File: src/rtl/spi_req_arbiter.sv
// Round-robin sequencer sharing one SPI master among N_REQ requesters.
// Issues a frame, waits for acceptance and done, then acks; a watchdog aborts hung frames.
module spi_req_arbiter #(
    parameter int N_REQ   = 4,
    parameter int DW      = 12,
    parameter int TIMEOUT = 4096
) (
    input  logic                clk,
    input  logic                rst,
    input  logic [N_REQ-1:0]    req,
    input  logic [N_REQ*DW-1:0] req_data,
    output logic [N_REQ-1:0]    ack,
    output logic                err,
    output logic                busy,
    output logic                spi_start,
    output logic [DW-1:0]       spi_din,
    input  logic                spi_cs,
    input  logic                spi_done
);

    localparam int PW = (N_REQ > 1) ? $clog2(N_REQ) : 1;
    localparam int CW = $clog2(TIMEOUT) + 1;

    typedef enum logic [1:0] {IDLE, ISSUE, WAIT_DONE, ACK} state_t;

    state_t             state, state_n;
    logic [PW-1:0]      ptr, ptr_n, idx, idx_n, pick;
    logic               found;
    logic [CW-1:0]      cnt, cnt_n;
    logic               done_q, done_rise, expired;
    logic               start_n, err_n;
    logic [DW-1:0]      din_n;
    logic [N_REQ-1:0]   ack_n;

    assign done_rise = spi_done & ~done_q;
    assign expired   = (cnt >= CW'(TIMEOUT - 1));

    // First requester at or after ptr, wrapping around
    always_comb begin
        int j;
        found = 1'b0;
        pick  = '0;
        j     = 0;
        for (int k = 0; k < N_REQ; k++) begin
            j = int'(ptr) + k;
            if (j >= N_REQ) j = j - N_REQ;
            if (!found && req[j]) begin
                found = 1'b1;
                pick  = PW'(j);
            end
        end
    end

    always_comb begin
        state_n = state;
        ptr_n   = ptr;
        idx_n   = idx;
        cnt_n   = cnt;
        start_n = spi_start;
        din_n   = spi_din;
        ack_n   = '0;
        err_n   = 1'b0;
        unique case (state)
            IDLE: begin
                if (found && spi_cs) begin
                    idx_n   = pick;
                    din_n   = req_data[int'(pick)*DW +: DW];
                    start_n = 1'b1;
                    cnt_n   = '0;
                    state_n = ISSUE;
                end
            end
            ISSUE: begin
                cnt_n = cnt + 1'b1;
                if (!spi_cs) begin
                    start_n = 1'b0;
                    state_n = WAIT_DONE;
                end else if (expired) begin
                    start_n    = 1'b0;
                    ack_n[idx] = 1'b1;
                    err_n      = 1'b1;
                    state_n    = ACK;
                end
            end
            WAIT_DONE: begin
                cnt_n = cnt + 1'b1;
                if (done_rise) begin
                    ack_n[idx] = 1'b1;
                    state_n    = ACK;
                end else if (expired) begin
                    ack_n[idx] = 1'b1;
                    err_n      = 1'b1;
                    state_n    = ACK;
                end
            end
            ACK: begin
                ptr_n   = (idx == PW'(N_REQ - 1)) ? '0 : idx + 1'b1;
                state_n = IDLE;
            end
            default: state_n = IDLE;
        endcase
    end

    always_ff @(posedge clk) begin
        if (rst) begin
            state     <= IDLE;
            ptr       <= '0;
            idx       <= '0;
            cnt       <= '0;
            done_q    <= 1'b0;
            spi_start <= 1'b0;
            spi_din   <= '0;
            ack       <= '0;
            err       <= 1'b0;
            busy      <= 1'b0;
        end else begin
            state     <= state_n;
            ptr       <= ptr_n;
            idx       <= idx_n;
            cnt       <= cnt_n;
            done_q    <= spi_done;
            spi_start <= start_n;
            spi_din   <= din_n;
            ack       <= ack_n;
            err       <= err_n;
            busy      <= (state_n != IDLE);
        end
    end

endmodule

File: config.mk
export PLATFORM = sky130hd
export DESIGN_NAME = spi_req_arbiter
export DESIGN_NICKNAME = d
export VERILOG_FILES = /design/src/rtl/spi_req_arbiter.sv
export SDC_FILE = /design/constraint.sdc
export NUM_CORES = 1
export LEC_CHECK = 0
export ABC_AREA = 1
export CAP_MARGIN = 20
export CORE_MARGIN = 8
export CORE_UTILIZATION = 50
export CTS_CLUSTER_SIZE = 30
export DETAILED_ROUTE_END_ITERATION = 8
export GPL_ROUTABILITY_DRIVEN = 0
export PLACE_DENSITY = 0.86
export SYNTH_ARGS = -nofsm -noshare
export SYNTH_HDL_FRONTEND = slang
export SYNTH_SLANG_ARGS = --single-unit
File: constraint.sdc
create_clock -name clk -period 2.7 [get_ports clk]
set_clock_uncertainty 0.15 [all_clocks]
set_input_delay 0.27 -clock clk [delete_from_list [all_inputs] [get_ports clk]]
set_output_delay 0.27 -clock clk [all_outputs]
set_load 0.05 [all_outputs]
==> results by stage <==
Timing:
- Derived from the worst setup path, the maximum achievable clock frequency is approximately 430 MHz.
- The worst pin sits at a relative slew slack of between 60 and 70%.
- After routing, the total negative slack on setup checks comes to 0 ns.
- The worst-margin pin slew is 0.554 ns.
- The hold violation count in the final report is 0.
- Setup repair after global routing left no endpoint under its margin.
- The time the final worst path needs with I/O delays and setup is roughly 2.3 ns.
- The post-route clock period utilization is 86.4%.
- Setup violations remaining at the end of the flow were counted as 0.
- The final count of pins violating max slew is 0.

Power and ir drop:
- The switching power is between 0.9 and 1 mW.
- The share of total power dissipated in the clock network is ~20%.
- The share of total power dissipated in combinational logic is a little under half.
- For this design the static power due to leakage is around 1.8 nW.
- In this run switching power makes up a little over two fifths of total power.
- The worst IR drop on VDD is a little under 0.0004 V.
- Dividing total power by cell area gives a power density of 572 mW/mm².
- Registers are responsible for 32.1% of the overall power.
- The internal power of the cells is 1.25 mW.

Routing:
- After detailed routing, the number of remaining DRC violations is 0.
- After detailed routing, the average wire length per cell comes to 12.7 µm.
- The post-route antenna net violation count is 0.
- The number of optimization iterations in the first detailed-route pass is 4.
- The total detailed-routing wirelength is around 7600 µm.
- After detailed routing, the number of vias per cell comes to around 5.2.
- The detailed router finished its first iteration with approximately 190 violations.
- The routed layout has 3076 vias.

Final layout:
- The summed area of non-filler cells in the final layout is roughly 0.0038 mm².
- The ratio of cells with drive above 1 in the final layout is 9.16%.
- Leaving out fill and tap cells, the most frequent cells in the layout are 113 x nand2_1, 84 x inv_1, 74 x clkdlybuf4s50_1, 55 x nand3_1, 39 x dfxtp_1.
- In the final design database the tool counted approximately 590 nets.
- The signed area change from the synthesized netlist to the final layout is 30.3%.
- The library cell used most frequently in the layout, excluding fill and tap cells, is nand2_1.
- 0 antenna diodes ended up in the layout.

Clock network:
- The clock tree buffer depth is 2.
- The count of cells resized by post-cts repair is 0.
- The number of buffers inserted for hold repair after clock tree synthesis is 0.
- The total clock buffers created by CTS is 5.
- The H-tree generated during clock tree synthesis spans 2 levels.
- The clock latency of the later-clocked register in the worst-skew pair is 0.29 ns.
- The master cell of the clock root buffer is clkbuf_8.
- After clock tree synthesis, the clock-pin slew on the worst setup and hold paths is roughly 0.080 ns.
- After clock tree synthesis, the setup repair step added 0 buffers.
- The clock net in this run drives a total of 39 sinks.
- TritonCTS built the clock tree.

Worst setup path:
- Of all nets on the critical path, the largest fanout is 25.
- The type of destination of the critical path is a flop.
- The critical path is of the reg2reg type.
- The critical path data arrival time is between 2 and 2.5 ns.
- For the worst setup path, the data required time is 2.79 ns.
- STA classifies the critical path startpoint as a flop.
- Counting cells, the worst reg-to-reg path comes to 12.

Global routing:
- The final global-route overflow total is 0.
- The first-pass GRT wire length is ~13000 µm.
- The overall fraction of global-route tracks in use is about 18%.
- The maximum number of pins on one net before global-route repair is 26.
- The number of global-route vias before repair is 3005.
- The number of antenna violations at the first check in global routing was 0.

Synth:
- The number of register bits inferred by synthesis is 39.
- After synthesis, the mean cell area works out to roughly 6.4 µm².
- Sorting the synthesized cells by area gives the leading types as dfxtp_1 27%, nand2_1 15%, inv_1 11%, nand3_1 9.5%, nand4_1 5.6%.
- After synthesis, flip-flops and latches occupy between 20% and 30% of the total area.
- The synthesized netlist occupies a cell area of ~0.0029 mm².
- The number of nets handed over by synthesis was approximately 520.
- The number of distinct library cells after synthesis is 35.
- After synthesis, the largest area contributor takes up 26.9% of total cell area.
- The Yosys step of the flow raised 0 warnings.
- The cell count after synthesis is ~450.
- The largest area contributor in the synthesized netlist is dfxtp_1.

Placed design:
- The count of port buffers added during placement is 74.
- The placed wire-length estimate is 5990 µm.
- After detailed placement, the total cell area comes to roughly 0.0037 mm².

Floorplanning:
- The x dimension of the die is 92.1 µm.
- After floorplanning, the core was sized to cover ~0.0055 mm².
- The initial standard-cell utilization of the core is a little over half.
- The floorplan die area is roughly 0.0085 mm².
- In this run the core area contains 27 standard-cell rows.
- For this design the top-level I/O count stands at 75.
- The die is 92.1 µm tall.

Run status:
- The run finished with clean final reports.

Min path:
- The hold path depth is 2.
- The class of the tightest hold or removal check is reg2reg.

Flow run:
- The number of violations of the max-capacitance limit is 0.
[synthesized netlist by cell type, drive strengths merged]
master  number
o21ai       12
xnor2        1
xor2         6
a21oi       16
nand3       59
a211oi       1
dfxtp       39
inv         88
clkinv       2
o21a        12
clkbuf       4
nand4       26
nor2        28
nand3b       7
nand2      122
ha          10
o211a        1
nor3         3
buf         14
[routing by layer]
layer  vias up  track usage (%)  wire [µm]
met3        21             7.09        748
li1       1567                -          -
met4         0             5.77        144
met2       118             31.9       3680
met1      1370             19.6       2990
met5         -                0          0
[critical path, stage by stage, from the launching register on]
cell and delay [ns]:
dfxtp_1 0.56, inv_2 0.16, nand2_1 0.12, nand3_1 0.13, nand2_2 0.12, inv_1 0.06
nand3_1 0.11, nand3_2 0.40, nand2_1 0.17, nand3_1 0.11, nand3_1 0.09, nand2_1 0.05
inv_1 0.05
[area by class of cell]
cell class,instances,area (µm²)
clock buffer,8,100
inverter,90,342
tap,72,90.1
sequential,39,781
fill,474,1770
timing repair buffer,83,808
multi-input combinational,304,1650
[per-stage QoR]
step | util (%) | power [mW] | hold WS, ns | setup slack [ns] | cells
final | 68.1 | 2.16 | 0.337 | 0.368 | 596
after global routing | 68.1 | 2.29 | 0.367 | 0.0365 | 596
after CTS | 68.1 | 2.16 | 0.334 | 0.381 | 596
after detailed placement | 66.3 | 1.73 | 0.321 | 0.332 | 588
after global placement | 66.3 | 1.70 | 0.304 | 0.403 | 588
after floorplan | - | 1.45 | 0.189 | 0.787 | 451
[kinds of logic after synthesis]
group	after synthesis	synth area share, %
buf+inv	108	16.0
fa+ha+maj	10	4.32
xor+xnor	7	2.12
flops	39	26.9
compound gates	42	9.72
simple gates	245	40.9
[power by group through the flow]
stage	combinational, mW	clock (mW)	sequential [mW]
floorplan	0.600	0	0.853
global placement	1.00	0	0.702
detailed placement	1.03	0	0.704
CTS	1.04	0.438	0.692
global route	1.13	0.459	0.701
finish	1.04	0.432	0.692
[sequential cells by signal, indices dropped and copies added (netlist names)]
signal	flops
cnt	13
idx	2
done_q	1
state	2
spi_din	12
busy	1
err	1
ack	4
spi_start	1
ptr	2
[path summary, 6_finish.rpt]
check	start	end	slack, ns
max	ptr[0]	spi_din[7]	0.37
min	cnt[11]	cnt[11]	0.34
max reg2reg	ptr[0]	spi_din[7]	0.37
min reg2reg	cnt[11]	cnt[11]	0.34
Note: power is estimated with default switching activity, not from simulation.
